==> config.mk <==
export PLATFORM = sky130hd
export DESIGN_NAME = ifu_fetch
export DESIGN_NICKNAME = d
export VERILOG_FILES = /design/src/rtl/ifu_fetch_pkg.sv /design/src/rtl/ifu_fetch.sv
export SDC_FILE = /design/constraint.sdc
export NUM_CORES = 1
export LEC_CHECK = 0
export CAP_MARGIN = 20
export CORE_AREA = 2 2 106 108
export DETAILED_ROUTE_END_ITERATION = 12
export DIE_AREA = 0 0 108 110
export HOLD_SLACK_MARGIN = 0.12
export PLACE_DENSITY = 0.79
export SLEW_MARGIN = 10
export SYNTH_ARGS = -nofsm -noshare
export SYNTH_HDL_FRONTEND = slang
export SYNTH_SLANG_ARGS = --single-unit
==> constraint.sdc <==
create_clock -name clk -period 2.79 [get_ports clk]
set_input_delay 0.558 -clock clk [delete_from_list [all_inputs] [get_ports clk]]
set_output_delay 0.558 -clock clk [all_outputs]
set_load 0.005 [all_outputs]
==> src/rtl/ifu_fetch_pkg.sv <==
// ifu_fetch_pkg -- shared definitions for the instruction fetch unit.
//   XLEN          : datapath width (32)
//   ZERO_WORD     : all-zero word, used for the empty-slot address
//   PC_STEP       : PC increment between sequential fetches
//   OPCODE_OP_IMM : RV32I OP-IMM major opcode
//   INST_NOP      : canonical NOP encoding (addi x0,x0,0)
//   fetch_state_e : fetch FSM encodings (S_REQ, S_WAIT)
//   align_word()  : clears the two low address bits
package ifu_fetch_pkg;

  localparam int XLEN = 32;

  localparam logic [XLEN-1:0] ZERO_WORD = '0;
  localparam logic [XLEN-1:0] PC_STEP   = 32'd4;

  localparam logic [6:0] OPCODE_OP_IMM = 7'b001_0011;

  // addi x0, x0, 0 : imm=0, rs1=x0, funct3=000, rd=x0, OP-IMM
  localparam logic [XLEN-1:0] INST_NOP = {12'd0, 5'd0, 3'b000, 5'd0, OPCODE_OP_IMM};

  typedef enum logic {
    S_REQ  = 1'b0,  // ready to issue a request at pc
    S_WAIT = 1'b1   // request granted, waiting for rvalid
  } fetch_state_e;

  function automatic logic [XLEN-1:0] align_word(input logic [XLEN-1:0] addr);
    return {addr[XLEN-1:2], 2'b00};
  endfunction

endpackage

==> src/rtl/ifu_fetch.sv <==
// ifu_fetch -- instruction fetch unit feeding the if_id register.
// Owns the PC, keeps at most one memory request outstanding, holds one
// fetched instruction until downstream accepts it, and redirects on jumps
// from execute while discarding any in-flight response.
//
// Ports:
//   clk, rst_n           clock, asynchronous active-low reset
//   jump_en_i/addr_i     redirect request (one-cycle pulse) and target
//   id_ready_i           downstream accepts inst_o this cycle
//   mem_req_o/addr_o     fetch request and address (address is always pc)
//   mem_gnt_i            memory accepts the request
//   mem_rvalid_i/rdata_i response valid and instruction word
//   inst_o/inst_addr_o   held instruction and its address (NOP_INST / 0 when empty)
//   inst_valid_o         output register holds a valid instruction
//   fetch_err_o          sticky misaligned-jump flag
//
// Build option: define IFU_MISALIGN_CHECK_EN to word-align jump targets and
// flag misaligned ones on fetch_err_o; otherwise targets pass through
// unmodified and fetch_err_o is tied low.
module ifu_fetch
  import ifu_fetch_pkg::*;
#(
  parameter logic [XLEN-1:0] RESET_PC = 32'h0000_0000,
  parameter logic [XLEN-1:0] NOP_INST = INST_NOP
) (
  input  logic            clk,
  input  logic            rst_n,
  input  logic            jump_en_i,
  input  logic [XLEN-1:0] jump_addr_i,
  input  logic            id_ready_i,
  output logic            mem_req_o,
  output logic [XLEN-1:0] mem_addr_o,
  input  logic            mem_gnt_i,
  input  logic            mem_rvalid_i,
  input  logic [XLEN-1:0] mem_rdata_i,
  output logic [XLEN-1:0] inst_o,
  output logic [XLEN-1:0] inst_addr_o,
  output logic            inst_valid_o,
  output logic            fetch_err_o
);

  fetch_state_e    state;
  logic [XLEN-1:0] pc;
  logic            drop;       // a response is still owed for a request issued before a jump

  logic            slot_free;
  logic            grant;
  logic            load;
  logic            consume;
  logic            drop_next;
  logic [XLEN-1:0] jump_target;

  // The slot is free next cycle if it is empty now or being drained now.
  assign slot_free = !inst_valid_o || id_ready_i;

  // Gated by rst_n so no request is presented while held in reset. While a
  // dropped response is pending no new request goes out, keeping the
  // single-outstanding rule across a redirect.
  assign mem_req_o  = rst_n && (state == S_REQ) && !drop && slot_free;
  assign mem_addr_o = pc;

  assign grant   = mem_req_o && mem_gnt_i;
  assign load    = (state == S_WAIT) && mem_rvalid_i && !drop;
  assign consume = inst_valid_o && id_ready_i;

  // On a jump, remember whether a response for the abandoned request is
  // still to come. A pending drop from an earlier jump is kept alive too.
  // NOTE: every signal assigned in always_comb gets a default first, so no latch is inferred.
  always_comb begin
    drop_next = 1'b0;
    if (state == S_WAIT) drop_next = !mem_rvalid_i;
    else                 drop_next = grant || (drop && !mem_rvalid_i);
  end

`ifdef IFU_MISALIGN_CHECK_EN
  logic jump_misaligned;

  assign jump_target     = align_word(jump_addr_i);
  assign jump_misaligned = jump_en_i && (jump_addr_i[1:0] != 2'b00);

  // Sticky until reset.
  always_ff @(posedge clk or negedge rst_n) begin
    if (!rst_n)               fetch_err_o <= 1'b0;
    else if (jump_misaligned) fetch_err_o <= 1'b1;
  end
`else
  assign jump_target = jump_addr_i;
  assign fetch_err_o = 1'b0;
`endif

  // NOTE: sequential state uses non-blocking assignments so every register samples pre-edge values.
  always_ff @(posedge clk or negedge rst_n) begin
    if (!rst_n) begin
      state        <= S_REQ;
      pc           <= RESET_PC;
      drop         <= 1'b0;
      inst_valid_o <= 1'b0;
      inst_o       <= NOP_INST;
      inst_addr_o  <= ZERO_WORD;
    end else if (jump_en_i) begin
      // Redirect overrides everything, including a response or consume this cycle.
      state        <= S_REQ;
      pc           <= jump_target;
      drop         <= drop_next;
      inst_valid_o <= 1'b0;
      inst_o       <= NOP_INST;
      inst_addr_o  <= ZERO_WORD;
    end else begin
      case (state)
        S_REQ: begin
          // Late responses in S_REQ are only meaningful as the owed one.
          if (drop && mem_rvalid_i) drop <= 1'b0;
          if (grant) begin
            pc    <= pc + PC_STEP;
            state <= S_WAIT;
          end
        end
        S_WAIT: begin
          if (mem_rvalid_i) begin
            drop  <= 1'b0;
            state <= S_REQ;
          end
        end
        default: state <= S_REQ;
      endcase

      // pc already advanced on grant, so the response belongs to pc-4.
      if (load) begin
        inst_valid_o <= 1'b1;
        inst_o       <= mem_rdata_i;
        inst_addr_o  <= pc - PC_STEP;
      end else if (consume) begin
        inst_valid_o <= 1'b0;
        inst_o       <= NOP_INST;
        inst_addr_o  <= ZERO_WORD;
      end
    end
  end

endmodule

; ---- Yosys cells after proc, flatten, opt, wreduce, memory -nomap -nowiden
; Index checks and enable logic that the tools add are counted.
; W data, S select, Z words.
[classes]
mux = 21
eq_ne = 3
addsub = 2
n_bitwise = 1
n_reduce_logical = 18
[op_table]
columns = op, count
row1 = $mux W32, 9
row2 = $add A32 B3 Y32 const B, 1
row3 = $sub A32 B3 Y32 const B, 1
row4 = $mux W1, 10
row5 = $logic_and A1 B1 Y1, 9
row6 = $pmux W1 S2, 2
row7 = $reduce_and A2 Y1, 2
row8 = $logic_not A1 Y1, 3
row9 = $ne A3 B2 Y1 const B, 1
row10 = $ne A3 B3 Y1 const B, 1
row11 = $reduce_bool A3 Y1, 1
row12 = $logic_or A1 B1 Y1, 2
row13 = $ne A2 B2 Y1 const B, 1
row14 = $reduce_bool A2 Y1, 1
row15 = $not A1 Y1, 1
[word_totals]
ff_bits = 99
out_inout_bits = 99

; ---- Longest topological paths before layout
; Gate-level depths: netlist of the first run.
[depth]
depth_word = 8
depth_mapped = 8
depth_no_buf = 7

; ---- Least setup slack after synthesis of the first run
; No wires, ideal clock.
[synth_timing]
kind = register -> register
from = register pc[16], in the netlist mem_addr_o[16]
to = register pc[29], in the netlist mem_addr_o[29]
setup_slack_ns = 0.746
synth_period_minus_slack_ns = 2.044
setup_ns = 0.125
path_buffers = 2
arrival_ns = 1.919
path_stages_with_launch = 8
t_required_ns = 2.665
path_cell_list = dfrtp_1 > buf_4 > nand4_2 > or4_1 > buf_4 > nor4_2 > xor2_1 > mux2_2
[synth_between]
elab_chain_cells = 4
[synth_lines]
columns = item, line
row1 = start: declaration, ifu_fetch.sv:43  ; logic [XLEN-1:0] pc;
row2 = start signal: assignment, ifu_fetch.sv:103  ; pc <= jump_target;
row3 = start signal: assignment, ifu_fetch.sv:114  ; pc <= pc + PC_STEP;
row4 = $add A32 B3 Y32, ifu_fetch.sv:114
row5 = $mux W32, ifu_fetch.sv:113  ; if (grant) begin
row6 = $mux W32, ifu_fetch.sv:109  ; case (state)
row7 = $mux W32, ifu_fetch.sv:100  ; end else if (jump_en_i) begin
; Every way passes these cells. The select of a mux whose other input is x is not followed.
; A chain may end at the register's enable or synchronous reset.

; ---- Worst setup path after layout of the first run
[layout_timing]
from = input port id_ready_i
to = output port mem_req_o
[layout_between]
elab_chain_cells = 2
[layout_lines]
columns = item, line
row1 = start: declaration, ifu_fetch.sv:30  ; input logic id_ready_i,
row2 = $logic_or A1 B1 Y1, ifu_fetch.sv:54  ; assign slot_free = !inst_valid_o || id_ready_i;
row3 = $logic_and A1 B1 Y1, ifu_fetch.sv:59  ; assign mem_req_o = rst_n && (state == S_REQ) && !drop && slot_free;
row4 = end: declaration, ifu_fetch.sv:31  ; output logic mem_req_o,
; Every way passes these cells.

==> impl_results.md, run 1 <==
* Die X-Extent at 108 µm
* FF+latch area at 2481 µm²
* Post-Route Hold Slack at 0.2925 ns
* DRC Markers at 0
* Vias in the first global route at 4151
* Share of the synthesized area in the top cell type at 0.4931
* Mapped Area at 4872 µm²
* Die Span Y at 110 µm
* Arr. time, crit path at 2.16 ns
* Root Buffer: clkbuf_8
* Final Worst Setup Slack at 0.07660 ns
* DP Worst Slack at 0.1187 ns
* Commonest non-fill, non-tap cell in the layout: clkdlybuf4s50_1
* Worst Skew at 0.01106 ns
* Total vias in the final route at 4335
* # diodes at 0
* Primary FF master, synth: dfrtp_1
* Gpl congestion at 0.8755
* Non-filler cells, final at 785
* Maximum clock path buffer count at 2
* All-Layer GR Usage at 0.2326
* Post-DP HPWL at 10.32 mm
* WS Path Type: in -> out
* Routed WL at 14.01 mm
* Multi-input gate area at 2180 µm²
* Netlist cell types at 51
* Hold Violations, Final at 0
* Sequential area share after synthesis at 0.5092
* H-tree Lvls at 3
* FF-to-FF End: inst_addr_o[17]
* Post-Syn Nets at 558
* VDD IR-drop max at 250.1 µV
* Most frequent cells in the layout: clkdlybuf4s50_1, dfrtp_1, nand2_1, o21ai_0, a22o_1
* Synth top area cells: dfrtp_1, a22o_1, xnor2_1
* Final Max Slew Viols at 0
* Placeable Area at 10700 µm²
* CTS tree: done
* Total grt overflow at 0
* Largest net degree at the start of global routing at 61
* Routed Antenna Nets at 0
* First-pass GRT wire length at 21.25 mm
* Design Area, Final at 6874 µm²
* CP Capture Type: output pin
* Slew margin rel. at 0.5450
* Ys async rst share at 1.000
* Die area at 11880 µm²
* CTS resizes at 0
* WP data required at 2.23 ns
* R2r startpoint: mem_addr_o[9]
* Tcrit/Tclk final at 0.9725
* TritonRoute pass-1 iters at 5
* Initial antenna violation count at 0
* I/O pin cnt at 169
* Synth warn at 0
* Clock Latency Late Sink at 0.37 ns
* Pwr per Cell Area at 459.0 nW/µm²
* FF-to-FF path depth at 5
* Cells after Synth at 486
* Starting Density at 0.4554
* Number of flops mapped to enable cells by yosys at 0
* Fillers at 882
* Max-Cap Viols at 0
* Final core occ at 0.6426
* R2R setup slack at 0.44 ns
* Register bit total from synthesis at 99
* Final Critical Period at 2.713 ns
* Least-Margin Pin Slew at 0.6824 ns
* Final setup viols at 0
* Wire per inst at 17.85 µm
* DP Cell Count at 768
* Clock sink count at 99
* Hold Crit Class: in -> async
* Final Power at 3.155 mW
* Row cnt at 38
* I/O Buffers at 167
* Fraction of layout cells with a size suffix above 1 at 0.08527
* Nets at 712
* Fmax at 368.5 MHz
* Mapped Avg Cell Area at 10.03 µm²
* RSZ-0062 raised after global routing: false
* Area leader, netlist: dfrtp_1
* Status: finished clean
* Layout area overhead at 41.09%
* Total CTS buffers at 9
* Sum Neg Setup Slack at 0 ns
* First DRT Iteration DRCs at 303
* CTS clk-pin slew, worst paths at 0.09 ns
* Leak at 2.757 nW
* Vias per cell at 5.522
* CP Launch Type: primary input
* Placed cell area at 6651 µm²
* Critical-path maximum fanout at 3
[final cells by class]
type,count,share of cell area
sequential,99,0.3609
multi-input combinational,339,0.3171
timing repair buffer,182,0.2606
tap,140,0.02548
clock buffer,12,0.02403
clock inverter,4,0.006917
inverter,9,0.004914
[synth_stat cells (6+ instances only)]
| master | n |
|---|---|
| a22o_1 | 33 |
| buf_4 | 6 |
| clkbuf_1 | 27 |
| dfrtp_1 | 96 |
| inv_1 | 9 |
| nand2_1 | 73 |
| nand3_1 | 15 |
| nand4_1 | 11 |
| nor2_1 | 16 |
| nor3_1 | 18 |
| nor4_1 | 7 |
| o21ai_0 | 43 |
| o21ai_1 | 11 |
| xnor2_1 | 32 |
| xor2_1 | 20 |
[flip-flops by register name, summed over array words and instances (netlist names)]
| name | count |
|---|---|
| drop | 1 |
| inst_addr_o | 32 |
| inst_o | 32 |
| inst_valid_o | 1 |
| mem_addr_o | 32 |
| state | 1 |
[how the worst max path moves through the flow]
stage,start,endpoint,slack (ns),cells after the start
3_3_place_gp,id_ready_i,mem_req_o,0.12,5
3_5_place_dp,id_ready_i,mem_req_o,0.12,5
2_1_floorplan,mem_addr_o[16],mem_addr_o[29],0.75,7
6_report,id_ready_i,mem_req_o,0.08,5
5_1_grt,id_ready_i,mem_req_o,0.02,5
4_1_cts,id_ready_i,mem_req_o,0.11,5
[layer usage]
layer | GRT usage | share of wire | up-vias
li1 | - | - | 2012
met1 | 0.2954 | 0.41 | 2076
met2 | 0.3868 | 0.48 | 222
met3 | 0.05291 | 0.092 | 25
met4 | 0.09524 | 0.021 | 0
met5 | 0 | 0 | -
[kinds of logic after synthesis]
logic type	count (synthesis)	synth area share
buf+inv	48	0.04417
xor+xnor	52	0.09348
simple gates	180	0.2031
flops	99	0.5092
mux	5	0.01130
compound gates	99	0.1328
other cells	1	0.0007697
fa+ha+maj	2	0.005135
[worst max-delay path: stages]
cell             delay, ns
clkdlybuf4s50_1       0.53
nor2b_1               0.08
nor4b_1               0.31
buf_4                 0.18
clkdlybuf4s50_1       0.49
[repair_timing]
item                                   CTS  global route
buffers inserted                         0             0
hold buffers                             1             0
endpoints found under the hold margin   11             0
[report_power, final]
group	internal [mW]	switching [mW]	total, mW
sequential	1.50	0.103	1.61
combinational	0.322	0.255	0.577
clock	0.485	0.488	0.973
total	2.31	0.846	3.15
No activity file was read; power rests on OpenSTA's default activity.
==> run 2: changes to the inputs <==
--- a/config.mk
+++ b/config.mk
@@ -6,9 +6,9 @@
 export NUM_CORES = 1
 export LEC_CHECK = 0
 export CAP_MARGIN = 20
-export CORE_AREA = 2 2 106 108
+export CORE_AREA = 2 2 149 78
 export DETAILED_ROUTE_END_ITERATION = 12
-export DIE_AREA = 0 0 108 110
+export DIE_AREA = 0 0 151 80
 export HOLD_SLACK_MARGIN = 0.12
 export PLACE_DENSITY = 0.79
 export SLEW_MARGIN = 10
==> run 2 against run 1 <==
Effect of this change: worst hold slack better by 0.027 ns; total power up 7.5%; core utilization up 0.59 points; clock power up 22%; largest cell class unchanged; non-clock buffer count up 2; count of clock-buffer cells in the layout down 2; critical path type unchanged; sequential power about the same.
==> impl_results.md, run 2 (same netlist as run 1, synthesis figures left out) <==
* Total CTS buffers at 9
* Final Critical Period at 2.596 ns
* Combinational cell fraction of total power at 0.175
* Crit-path cells: clkdlybuf4s50_1, nor2b_1, nor4b_1, clkdlybuf4s50_1
* CTS clk-pin slew, worst paths at 0.07 ns
* Largest net degree at the start of global routing at 84
* Critical-path maximum fanout at 4
* Clock power frac at 0.351
* Row cnt at 27
* Fillers at 873
* Final Max Slew Viols at 0
* DP Worst Slack at 0.2210 ns
* Vias per cell at 5.532
* Total vias in the final route at 4381
* H-tree Lvls at 3
* FF-to-FF End: mem_addr_o[29]
* Net Sw Power at 0.9472 mW
* Internal power at 2.443 mW
* Maximum clock path buffer count at 2
* Leak at 2.795 nW
* First DRT Iteration DRCs at 333
* Wire per inst at 19.40 µm
* RSZ-0062 raised after global routing: false
* Final Worst Setup Slack at 0.1939 ns
* Max-Cap Viols at 0
* Gpl congestion at 0.9135
* Postcts setup bufs at 0
* Die Span Y at 80 µm
* First-pass GRT wire length at 23.50 mm
* CP Launch Type: primary input
* DRC Markers at 0
* Hold Crit Class: in -> async
* Fraction of layout cells with a size suffix above 1 at 0.08655
* Post-DP HPWL at 11.22 mm
* Layout area overhead at 42.99%
* Root Buffer: clkbuf_16
* Multi-input gate area at 2180 µm²
* FF-to-FF path depth at 5
* TritonRoute pass-1 iters at 6
* # diodes at 0
* R2r startpoint: mem_addr_o[10]
* Least-Margin Pin Slew at 0.7903 ns
* Status: finished clean
* Die area at 12080 µm²
* Clock Latency Late Sink at 0.35 ns
* Fmax at 385.2 MHz
* Slowest CP cell: clkdlybuf4s50_1
* Routed WL at 15.37 mm
* Hold Violations, Final at 0
* I/O pin cnt at 169
* Worst Skew at 0.01281 ns
* Tcrit/Tclk final at 0.9305
* WS Path Type: in -> out
* Most used cell, CP: clkdlybuf4s50_1
* Starting Density at 0.4535
* Family with the most delay on the worst path: buffers and inverters
* R2R setup slack at 0.41 ns
* Die X-Extent at 151 µm
* Vias in the first global route at 4304
* CP Capture Type: output pin
* Slew margin rel. at 0.4714
* Share of power burned in registers at 0.474
* Fraction of power spent switching nets at 0.2794
* FF+latch area at 2481 µm²
* Pwr per Cell Area at 486.7 nW/µm²
* Final setup viols at 0
* WP data required at 2.23 ns
* Most frequent cells in the layout: clkdlybuf4s50_1, dfrtp_1, nand2_1, o21ai_0, a22o_1
* Clock sink count at 99
* Routed Antenna Nets at 0
* Worst stage delay on the critical path at 0.59 ns
* Placeable Area at 10740 µm²
* I/O Buffers at 167
* Nets at 714
* Commonest non-fill, non-tap cell in the layout: clkdlybuf4s50_1
* CP Buf/Inv Count at 2
* Sum Neg Setup Slack at 0 ns
* CTS tree: done
* All-Layer GR Usage at 0.2561
* VDD IR-drop max at 279.1 µV
* Initial antenna violation count at 0
* Total grt overflow at 0
* Arr. time, crit path at 2.04 ns
run 2: cell types whose count changed in the layout (fill, tap and decap cells not counted), sizes merged:
cell / previous run / this run
clkbuf: 12 / 10
buf: 16 / 18
bufinv: 1 / 0
inv: 9 / 12
run 2: worst max-delay path by stage:
stage,start,cells past startpoint,to
6_report,id_ready_i,4,mem_req_o
2_1_floorplan,mem_addr_o[16],7,mem_addr_o[29]
5_1_grt,id_ready_i,4,mem_req_o
4_1_cts,id_ready_i,4,mem_req_o
3_5_place_dp,mem_gnt_i,6,mem_addr_o[29]
3_3_place_gp,id_ready_i,4,mem_req_o
run 2: final cells by class:
cell class,count,share of cell area
Inverter,9,0.004849
Sequential cell,99,0.3561
Timing Repair Buffer,184,0.2604
Clock buffer,10,0.03287
Multi-Input combinational cell,339,0.3129
Clock inverter,6,0.006825
Tap cell,145,0.02604
run 2: repair_timing:
action / in CTS / in global routing
hold endpoints to repair: 16 / 0
gates resized for setup: 0 / 0
hold buffers: 1 / 0
run 2: power by group through the flow:
stage / registers (mW) / clock network (mW) / logic, mW
after floorplan: 1.60 / 0 / 0.262
after global placement: 1.63 / 0 / 0.573
after detailed placement: 1.63 / 0 / 0.584
after CTS: 1.60 / 1.20 / 0.589
after global routing: 1.62 / 1.27 / 0.640
final: 1.61 / 1.19 / 0.594
run 2: per-layer routing:
metal	share of wire	track usage	routed length, µm	vias up
li1	-	-	-	2021
met1	0.48	0.3910	7366	2147
met2	0.43	0.3677	6660	200
met3	0.079	0.06343	1218	13
met4	0.0077	0.05047	119	0
met5	0	0	0	-
run 2: worst register-to-register path: cells and delay by family (launching register included):
family | cells | cell delay (ns)
muxes | 1 | 0.26
DFF | 1 | 0.52
xor gates and xnor gates | 1 | 0.10
and+or+nand+nor | 3 | 1.37
run 2: per-stage QoR:
stage,cell area [µm²],hold slack (ns),instances,util,power [mW]
after floorplan,4872,0.2624,486,-,1.859
after global placement,6653,0.4550,774,0.6193,2.198
after detailed placement,6653,0.4594,774,0.6193,2.213
after CTS,6939,0.4826,791,0.6459,3.396
after global routing,6967,0.3509,792,0.6485,3.529
final,6967,0.3195,792,0.6485,3.390
==> run 3: changes to the inputs <==
--- a/config.mk
+++ b/config.mk
@@ -11,7 +11,8 @@
 export DIE_AREA = 0 0 151 80
 export HOLD_SLACK_MARGIN = 0.12
 export PLACE_DENSITY = 0.79
-export SLEW_MARGIN = 10
+export REMOVE_ABC_BUFFERS = 1
+export SLEW_MARGIN = 0
 export SYNTH_ARGS = -nofsm -noshare
 export SYNTH_HDL_FRONTEND = slang
 export SYNTH_SLANG_ARGS = --single-unit
==> run 3 against run 2 <==
Effect of this change: fmax rose by 0.71%; total power increased by 1.7%; global-route usage is 1.2 points lower; die area stayed put; first-iteration DRC count is 6.6% higher; combinational power is 3% lower; core utilization grew 0.082 points; sequential share of layout area about the same; critical endpoint unchanged.
==> impl_results.md, run 3 (same netlist as run 1, synthesis figures left out) <==
* Fmax at 387.9 MHz
* Worst Skew at 0.009104 ns
* Pwr per Cell Area at 494.4 nW/µm²
* Family with the most delay on the worst path: buffers and inverters
* Slowest CP cell: clkdlybuf4s50_1
* Internal power at 2.526 mW
* I/O Buffers at 167
* Die Span Y at 80 µm
* Vias per cell at 5.489
* CP Buf/Inv Count at 2
* Clock power frac at 0.366
* Gpl congestion at 0.8550
* FF-to-FF path depth at 8
* Commonest non-fill, non-tap cell in the layout: clkdlybuf4s50_1
* Most frequent cells in the layout: clkdlybuf4s50_1, dfrtp_1, nand2_1, o21ai_0, a22o_1
* WS Path Type: in -> out
* Share of power burned in registers at 0.467
* Postcts setup bufs at 0
* Largest net degree at the start of global routing at 47
* Starting Density at 0.4535
* Post-DP HPWL at 10.33 mm
* Maximum clock path buffer count at 2
* H-tree Lvls at 3
* First DRT Iteration DRCs at 355
* Hold Crit Class: in -> async
* Max-Cap Viols at 0
* CP Capture Type: output pin
* Root Buffer: clkbuf_16
* Fraction of power spent switching nets at 0.2674
* Total vias in the final route at 4342
* Initial antenna violation count at 0
* Critical-path maximum fanout at 4
* Wire per inst at 18.25 µm
* R2R setup slack at 0.39 ns
* VDD IR-drop max at 319.2 µV
* Clock sink count at 99
* CTS resizes at 0
* Vias in the first global route at 4205
* Worst stage delay on the critical path at 0.56 ns
* Arr. time, crit path at 2.02 ns
* I/O pin cnt at 169
* Clock Latency Late Sink at 0.35 ns
* FF-to-FF End: inst_addr_o[24]
* First-pass GRT wire length at 22.25 mm
* Hold Violations, Final at 0
* Layout area overhead at 43.17%
* CTS tree: done
* Crit-path cells: clkdlybuf4s50_1, nor2b_1, nor4b_1, clkdlybuf4s50_1
* # diodes at 0
* Final Worst Setup Slack at 0.2123 ns
* Fraction of layout cells with a size suffix above 1 at 0.08359
* Final Max Slew Viols at 0
* WP data required at 2.23 ns
* Least-Margin Pin Slew at 0.6144 ns
* RSZ-0062 raised after global routing: false
* Row cnt at 27
* Non-filler cells, final at 791
* DP Cell Count at 774
* CTS clk-pin slew, worst paths at 0.07 ns
* Final setup viols at 0
* Nets at 713
* Sum Neg Setup Slack at 0 ns
* Total CTS buffers at 9
* Die area at 12080 µm²
* DRC Markers at 0
* Final Critical Period at 2.578 ns
* Tcrit/Tclk final at 0.9239
* Slew margin rel. at 0.5891
* Net Sw Power at 0.9222 mW
* Most used cell, CP: clkdlybuf4s50_1
* Status: finished clean
* DP Worst Slack at 0.2178 ns
* Routed Antenna Nets at 0
* Die X-Extent at 151 µm
* Routed WL at 14.44 mm
* TritonRoute pass-1 iters at 4
* Placeable Area at 10740 µm²
* Total grt overflow at 0
* Combinational cell fraction of total power at 0.167
* All-Layer GR Usage at 0.2441
* R2r startpoint: mem_addr_o[3]
* Leak at 2.789 nW
* CP Launch Type: primary input
run 3: changes by cell type in the layout (fill, tap and decap cells not counted):
cell,delta
clkbuf_1,+1
inv_6,-2
clkinv_2,-1
buf_12,+1
bufinv_16,+1
nor2_4,+1
nor2_2,-1
buf_16,-1
clkinvlp_4,+1
buf_4,-1
run 3: power by group through the flow:
stage          registers, mW  clock network [mW]  logic [mW]
3_5_place_dp            1.63                   0       0.575
5_1_grt                 1.62                1.34       0.627
3_3_place_gp            1.63                   0       0.563
4_1_cts                 1.61                1.28       0.581
2_1_floorplan           1.63                   0       0.194
6_report                1.61                1.26       0.577
run 3: cell type report:
cell class / count / area, µm²
clock buffers: 11 / 232.7
clock inverters: 5 / 62.56
fillers: 874 / 3767
inverters: 9 / 33.78
multi-input cells: 339 / 2185
flip-flops and latches: 99 / 2481
well taps: 145 / 181.4
repair buffers: 183 / 1799
run 3: routing by layer:
metal	global-route usage	routed length [µm]	vias to the layer above
met3	0.07543	1447	8
met5	0	0	-
met1	0.3435	6686	2127
li1	-	-	2013
met2	0.3700	6213	194
met4	0.05607	88	0
run 3: what timing repair did:
action                     in CTS  in global routing
hold endpoints to repair       11                  0
hold buffers                    1                  0
setup endpoints to repair       0                  0
run 3: how the worst max path moves through the flow:
stage                     slack [ns]         endpoint  cells past startpoint    startpoint
after floorplan                 0.51  inst_addr_o[27]                      4  mem_rvalid_i
after global placement          0.24        mem_req_o                      4    id_ready_i
after detailed placement        0.22        mem_req_o                      4    id_ready_i
after CTS                       0.20        mem_req_o                      4    id_ready_i
after global routing            0.13        mem_req_o                      4    id_ready_i
final                           0.21        mem_req_o                      4    id_ready_i
run 3: metrics by stage:
| stage | area, µm² | hold slack (ns) | utilization | power, mW |
|---|---|---|---|---|
| 2_1_floorplan | 4691 | 0.2624 | - | 1.823 |
| 3_3_place_gp | 6670 | 0.4522 | 0.6209 | 2.189 |
| 3_5_place_dp | 6670 | 0.4584 | 0.6209 | 2.208 |
| 4_1_cts | 6975 | 0.2219 | 0.6493 | 3.469 |
| 5_1_grt | 6975 | 0.2265 | 0.6493 | 3.590 |
| 6_report | 6975 | 0.2268 | 0.6493 | 3.448 |
